## config.mk

```make
export PLATFORM = sky130hd
export DESIGN_NAME = seq_pattern_tx
export DESIGN_NICKNAME = d
export VERILOG_FILES = /design/src/rtl/seq_pkg.sv /design/src/rtl/seq_down_cnt.sv /design/src/rtl/seq_pattern_tx.sv
export SDC_FILE = /design/constraint.sdc
export NUM_CORES = 1
export LEC_CHECK = 0
export ABC_AREA = 1
export CAP_MARGIN = 20
export CELL_PAD_IN_SITES_DETAIL_PLACEMENT = 1
export CELL_PAD_IN_SITES_GLOBAL_PLACEMENT = 2
export CORE_ASPECT_RATIO = 0.75
export CORE_MARGIN = 2
export CORE_UTILIZATION = 24
export CTS_BUF_LIST = sky130_fd_sc_hd__clkbuf_2 sky130_fd_sc_hd__clkbuf_4 sky130_fd_sc_hd__clkbuf_8
export DETAILED_ROUTE_END_ITERATION = 8
export PLACE_DENSITY_LB_ADDON = 0.1
export SYNTH_ARGS = -nofsm -noshare
export SYNTH_HDL_FRONTEND = slang
export SYNTH_HIERARCHICAL = 1
export SYNTH_SLANG_ARGS = --single-unit
```

## constraint.sdc

```tcl
create_clock -name clk -period 3.38 [get_ports clk]
set_input_delay 0.676 -clock clk [delete_from_list [all_inputs] [get_ports clk]]
set_output_delay 0.676 -clock clk [all_outputs]
set_load 0.05 [all_outputs]
```

## src/rtl/seq_pkg.sv

```systemverilog
// Shared constants for the serial sequence link: transmitter state encoding and the
// default pattern the detector benches look for.
package seq_pkg;

   localparam logic [1:0] SEQ_ST_IDLE = 2'd0;
   localparam logic [1:0] SEQ_ST_SEND = 2'd1;
   localparam logic [1:0] SEQ_ST_GAP  = 2'd2;
   localparam logic [1:0] SEQ_ST_DONE = 2'd3;

   localparam int unsigned SEQ_PAT_W   = 4;
   localparam logic [3:0]  SEQ_PATTERN = 4'b1001;

   typedef enum logic [1:0] {
      StIdle = SEQ_ST_IDLE,
      StSend = SEQ_ST_SEND,
      StGap  = SEQ_ST_GAP,
      StDone = SEQ_ST_DONE
   } seq_state_e;

endpackage

```

## src/rtl/seq_down_cnt.sv

```systemverilog
// Loadable down-counter with zero flag; saturates at zero instead of wrapping.
module seq_down_cnt #(
   parameter int unsigned CNT_W = 8
) (
   input  logic             clk,
   input  logic             reset,
   input  logic             i_load,
   input  logic [CNT_W-1:0] i_load_val,
   input  logic             i_dec,
   output logic             o_zero
);

   logic [CNT_W-1:0] r_count;

   always_ff @(posedge clk) begin
      if (reset) begin
         r_count <= '0;
      end else if (i_load) begin
         r_count <= i_load_val;
      end else if (i_dec && (r_count != '0)) begin
         r_count <= r_count - 1'b1;
      end
   end

   assign o_zero = (r_count == '0);

endmodule

```

## src/rtl/seq_pattern_tx.sv

```systemverilog
// Serial pattern transmitter: on start, sends PATTERN MSB-first rep_count times with a
// programmable idle gap between copies. All outputs are registered.
module seq_pattern_tx
   import seq_pkg::*;
#(
   parameter int unsigned     PAT_W   = SEQ_PAT_W,
   parameter logic [PAT_W-1:0] PATTERN = PAT_W'(SEQ_PATTERN),
   parameter int unsigned     CNT_W   = 8
) (
   input  logic             clk,
   input  logic             reset,
   input  logic             i_start,
   input  logic [CNT_W-1:0] i_rep_count,
   input  logic [CNT_W-1:0] i_gap,
   output logic             o_ser_out,
   output logic             o_ser_valid,
   output logic             o_frame_end,
   output logic             o_busy,
   output logic             o_done
);

   localparam int unsigned     IDX_W   = $clog2(PAT_W);
   localparam logic [IDX_W-1:0] IDX_TOP = IDX_W'(PAT_W - 1);

   seq_state_e       r_state, w_state_nxt;
   logic [IDX_W-1:0] r_idx, w_idx_nxt;
   logic [CNT_W-1:0] r_gap, w_gap_nxt;

   logic             w_copy_load, w_copy_dec, w_copy_last;
   logic [CNT_W-1:0] w_copy_val;
   logic             w_gap_load, w_gap_dec, w_gap_zero;
   logic [CNT_W-1:0] w_gap_val;

   logic w_ser_out_nxt, w_ser_valid_nxt, w_frame_end_nxt, w_busy_nxt, w_done_nxt;

   // Copy counter holds copies remaining after the current one, so zero marks the last.
   seq_down_cnt #(
      .CNT_W (CNT_W)
   ) u_copy_cnt (
      .clk        (clk),
      .reset      (reset),
      .i_load     (w_copy_load),
      .i_load_val (w_copy_val),
      .i_dec      (w_copy_dec),
      .o_zero     (w_copy_last)
   );

   // Gap counter holds idle cycles remaining after the current one.
   seq_down_cnt #(
      .CNT_W (CNT_W)
   ) u_gap_cnt (
      .clk        (clk),
      .reset      (reset),
      .i_load     (w_gap_load),
      .i_load_val (w_gap_val),
      .i_dec      (w_gap_dec),
      .o_zero     (w_gap_zero)
   );

   always_ff @(posedge clk) begin
      if (reset) begin
         r_state <= StIdle;
         r_idx   <= '0;
         r_gap   <= '0;
      end else begin
         r_state <= w_state_nxt;
         r_idx   <= w_idx_nxt;
         r_gap   <= w_gap_nxt;
      end
   end

   always_comb begin
      w_state_nxt = r_state;
      w_idx_nxt   = r_idx;
      w_gap_nxt   = r_gap;
      w_copy_load = 1'b0;
      w_copy_val  = '0;
      w_copy_dec  = 1'b0;
      w_gap_load  = 1'b0;
      w_gap_val   = '0;
      w_gap_dec   = 1'b0;
      unique case (r_state)
         StIdle: begin
            if (i_start && (i_rep_count != '0)) begin
               w_state_nxt = StSend;
               w_idx_nxt   = IDX_TOP;
               w_gap_nxt   = i_gap;
               w_copy_load = 1'b1;
               w_copy_val  = i_rep_count - 1'b1;
            end
         end
         StSend: begin
            if (r_idx != '0) begin
               w_idx_nxt = r_idx - 1'b1;
            end else if (w_copy_last) begin
               w_state_nxt = StDone;
            end else begin
               w_copy_dec = 1'b1;
               w_idx_nxt  = IDX_TOP;
               if (r_gap != '0) begin
                  w_state_nxt = StGap;
                  w_gap_load  = 1'b1;
                  w_gap_val   = r_gap - 1'b1;
               end
            end
         end
         StGap: begin
            if (w_gap_zero) begin
               w_state_nxt = StSend;
            end else begin
               w_gap_dec = 1'b1;
            end
         end
         StDone: begin
            w_state_nxt = StIdle;
         end
         default: begin
            w_state_nxt = StIdle;
         end
      endcase

      // Outputs describe the cycle after the edge, keeping them purely registered.
      w_ser_valid_nxt = (w_state_nxt == StSend);
      w_ser_out_nxt   = w_ser_valid_nxt && PATTERN[w_idx_nxt];
      w_frame_end_nxt = w_ser_valid_nxt && (w_idx_nxt == '0);
      w_busy_nxt      = (w_state_nxt != StIdle);
      w_done_nxt      = (w_state_nxt == StDone);
   end

   always_ff @(posedge clk) begin
      if (reset) begin
         o_ser_out   <= 1'b0;
         o_ser_valid <= 1'b0;
         o_frame_end <= 1'b0;
         o_busy      <= 1'b0;
         o_done      <= 1'b0;
      end else begin
         o_ser_out   <= w_ser_out_nxt;
         o_ser_valid <= w_ser_valid_nxt;
         o_frame_end <= w_frame_end_nxt;
         o_busy      <= w_busy_nxt;
         o_done      <= w_done_nxt;
      end
   end

endmodule
```

==> results by group <==
Placed design
  – Port-buffer cells: 23
  – Placed instance area: 2681 sq um
  – Pre-CTS worst setup slack: 0.7618 ns
  – Detailed-placement wirelength estimate: 5387 um
  – Weighted congestion at the end of routability-driven global placement: 0.7462

Hold path
  – Hold Crit Class: flip-flop to flip-flop

STA
  – Number of setup violations in the final report: 0
  – Count of final max-slew check failures: 0
  – Summed negative setup slack over all endpoints: 0 ns
  – Worst slew margin: 48.20%
  – Fin crit period: 2.298 ns
  – Transition at the pin with the smallest max-transition slack: 0.7710 ns
  – Post-route setup slack: 1.082 ns
  – Share of the clock period used by the worst path after layout: 67.99%
  – RSZ-0062 raised after global routing: false
  – Max Clk Rate: 435.2 MHz
  – Final hold violation count: 0
  – Clock skew after layout: 0.007940 ns

Clock network
  – Cts repair resizes: 0
  – Clk buf depth: 2
  – CTS clock-pin slew for the worst setup and hold paths: 0.07 ns
  – Clock root buffer: sky130_fd_sc_hd__clkbuf_8
  – CTS tree: done
  – Number of hold buffers added after CTS: 0
  – Sink Count: 33
  – Clock buffer count from CTS: 5
  – Setup bufs post-CTS: 0
  – H-tree lvl count: 2
  – Worst skew pair latency: 0.30 ns

GRT
  – Maximum number of pins on one net before global-route repair: 20
  – Number of antenna violations at the first check in global routing: 0
  – GRT Util Overall: 14.00%
  – Congestion Overflow GR: 0
  – Number of global-route vias before repair: 2185
  – Wire length of the first global-routing pass: 11190 um

Floorplanning
  – Die footprint: 10400 sq um
  – Die Wd: 117.1 um
  – Area inside the core boundary: 9196 sq um
  – Starting density of the core: 25.03%
  – Chip height: 88.82 um
  – I/O pin cnt: 24
  – Row count: 30

Detailed routing
  – Via count: 2190
  – DR pass1 iterations: 4
  – Number of DRC markers in iteration 0: 91
  – Drc violations: 0
  – Mean number of vias per cell: 4.244
  – Post-Route WL: 6625 um
  – Routed length per instance: 12.84 um
  – Count of nets left with antenna violations after detail routing: 0

Critical path
  – Startpoint types: input pin
  – Largest fanout on the critical path: 19
  – Required @ worst endpoint: 3.61 ns
  – Kind of capture point of the worst setup path: flip-flop
  – Critical Path AT: 2.52 ns
  – R2R Setup Slk: 1.24 ns
  – Crit path kind: input pin to flip-flop

Final layout
  – Synthesis-to-finish area growth: 20.87%
  – Leading cell types in the layout, fill and taps excluded: sky130_fd_sc_hd__nand2_1 (79), sky130_fd_sc_hd__nor2_1 (66), sky130_fd_sc_hd__inv_1 (44)
  – Fillers: 1191
  – Leading cell type in the layout, fill and taps excluded: sky130_fd_sc_hd__nand2_1
  – Count of nets after finishing: 415
  – Antenna diodes: 0
  – Layout cell share with drive strength beyond 1: 13.14%
  – Design Area, Final: 2783 sq um

Synth
  – Count of different cell masters after synthesis: 34
  – #FFs+latches synth: 33
  – Netlist area before placement: 2302 sq um
  – Post-Syn Nets: 387
  – Yosys warns: 6
  – Sequential element share of the synthesized area: 28.70%
  – Avg Cell Area, Syn: 6.413 sq um
  – Synthesized instance count: 359

Power and ir drop
  – Pwr/cell area: 673.7 nW/um^2
  – Static power due to leakage: 1.247 nW
  – Largest vdd supply drop: 161.1 uV

Outcome
  – Result of the run: completed

Flow run
  – Number of violations of the max-capacitance limit: 0
==> worst paths after layout <==
kind | from | to | depth (start not counted)
max | i_rep_count[0] | u_copy_cnt/r_count[2] | 12
min | u_copy_cnt/r_count[0] | u_copy_cnt/r_count[0] | 2
max reg2reg | u_copy_cnt/r_count[0] | u_gap_cnt/r_count[7] | 12
min reg2reg | u_copy_cnt/r_count[0] | u_copy_cnt/r_count[0] | 2
==> cell families after synthesis <==
group           share of synthesized area (%)
xor+xnor                                3.804
simple gates                            43.86
flops                                   28.70
buf+inv                                 9.674
compound gates                          9.076
fa+ha+maj                               4.891
==> flip-flops by register name, indices dropped and copies added, names as in the netlist <==
name	count
o_done	1
o_ser_out	1
u_copy_cnt/r_count	8
o_busy	1
r_gap	8
r_state	2
o_frame_end	1
o_ser_valid	1
r_idx	2
u_gap_cnt/r_count	8
==> worst max-delay path, cell delays in order <==
cell and delay (ns):
sky130_fd_sc_hd__clkdlybuf4s50_1 0.52, sky130_fd_sc_hd__inv_1 0.08, sky130_fd_sc_hd__ha_1 0.19, sky130_fd_sc_hd__nand2_1 0.10, sky130_fd_sc_hd__nor2_4 0.06, sky130_fd_sc_hd__nor2_8 0.26, sky130_fd_sc_hd__inv_4 0.16, sky130_fd_sc_hd__nor2_1 0.11
sky130_fd_sc_hd__nand2_1 0.06, sky130_fd_sc_hd__o21ai_0 0.09, sky130_fd_sc_hd__nand2_1 0.07, sky130_fd_sc_hd__a21oi_1 0.13
==> stage by stage <==
stage | cells | power, mW | hold slack [ns] | util, %
after CTS | 516 | 1.902 | 0.5053 | 30.26
after global placement | 508 | 1.543 | 0.4828 | 29.16
after global routing | 516 | 2.069 | 0.5535 | 30.26
final | 516 | 1.875 | 0.5099 | 30.26
after detailed placement | 508 | 1.545 | 0.4904 | 29.16
after floorplan | 359 | 1.287 | 0.4684 | -
==> power by group <==
group	total, mW	internal [mW]	switching (mW)
combinational	0.994	0.347	0.648
clock	0.345	0.184	0.160
sequential	0.535	0.466	0.0693
==> Yosys cell counts <==
| cell | number | area share (%) |
|---|---|---|
| sky130_fd_sc_hd__nand4_1 | 4 | 1.1 |
| sky130_fd_sc_hd__o21ai_0 | 16 | 3.5 |
| sky130_fd_sc_hd__xor2_1 | 5 | 1.9 |
| sky130_fd_sc_hd__nor3_2 | 2 | 0.87 |
| sky130_fd_sc_hd__inv_4 | 1 | 0.27 |
| sky130_fd_sc_hd__o21ai_2 | 1 | 0.38 |
| sky130_fd_sc_hd__buf_6 | 1 | 0.49 |
| sky130_fd_sc_hd__a21oi_2 | 4 | 1.5 |
| sky130_fd_sc_hd__clkinv_2 | 2 | 0.43 |
| sky130_fd_sc_hd__nand2_2 | 7 | 1.9 |
| sky130_fd_sc_hd__nor3_1 | 6 | 1.3 |
| sky130_fd_sc_hd__a211oi_2 | 1 | 0.54 |
| sky130_fd_sc_hd__nand2_4 | 4 | 2.0 |
| sky130_fd_sc_hd__nor2_8 | 1 | 0.87 |
| sky130_fd_sc_hd__or2_2 | 1 | 0.27 |
| sky130_fd_sc_hd__nand3_2 | 3 | 1.3 |
| sky130_fd_sc_hd__and3_1 | 1 | 0.27 |
| sky130_fd_sc_hd__inv_2 | 5 | 0.82 |
| sky130_fd_sc_hd__clkbuf_1 | 2 | 0.33 |
| sky130_fd_sc_hd__xnor2_1 | 5 | 1.9 |
| sky130_fd_sc_hd__inv_1 | 44 | 7.2 |
| sky130_fd_sc_hd__a21oi_4 | 1 | 0.71 |
| sky130_fd_sc_hd__dfxtp_1 | 33 | 29 |
| sky130_fd_sc_hd__nor2_2 | 6 | 1.6 |
| sky130_fd_sc_hd__o22ai_1 | 1 | 0.27 |
| sky130_fd_sc_hd__o21ai_1 | 3 | 0.65 |
| sky130_fd_sc_hd__nand3_1 | 34 | 7.4 |
| sky130_fd_sc_hd__clkinv_1 | 1 | 0.16 |
| sky130_fd_sc_hd__ha_1 | 9 | 4.9 |
| sky130_fd_sc_hd__nor2_1 | 66 | 11 |
| sky130_fd_sc_hd__nor2_4 | 2 | 0.98 |
| sky130_fd_sc_hd__a21oi_1 | 7 | 1.5 |
| sky130_fd_sc_hd__nand2_1 | 79 | 13 |
| sky130_fd_sc_hd__or2_4 | 1 | 0.38 |
==> cell type report <==
class                      count  area (sq um)  area share [%]
clock buffer                   7         96.34           3.462
clock inverter                 1         5.005          0.1799
inverter                      53         203.9           7.329
multi-input combinational    270          1419           50.99
sequential                    33         660.6           23.74
tap                          128         160.2           5.755
timing repair buffer          24         237.7           8.543
==> routing by layer <==
metal	track usage, %	vias up	wire length, um
met3	3.425	7	205
met2	17.24	27	2166
met5	0	-	0
met4	2.567	0	46
met1	23.36	975	4206
li1	-	1181	-
Power figures use the tool's default switching activity.
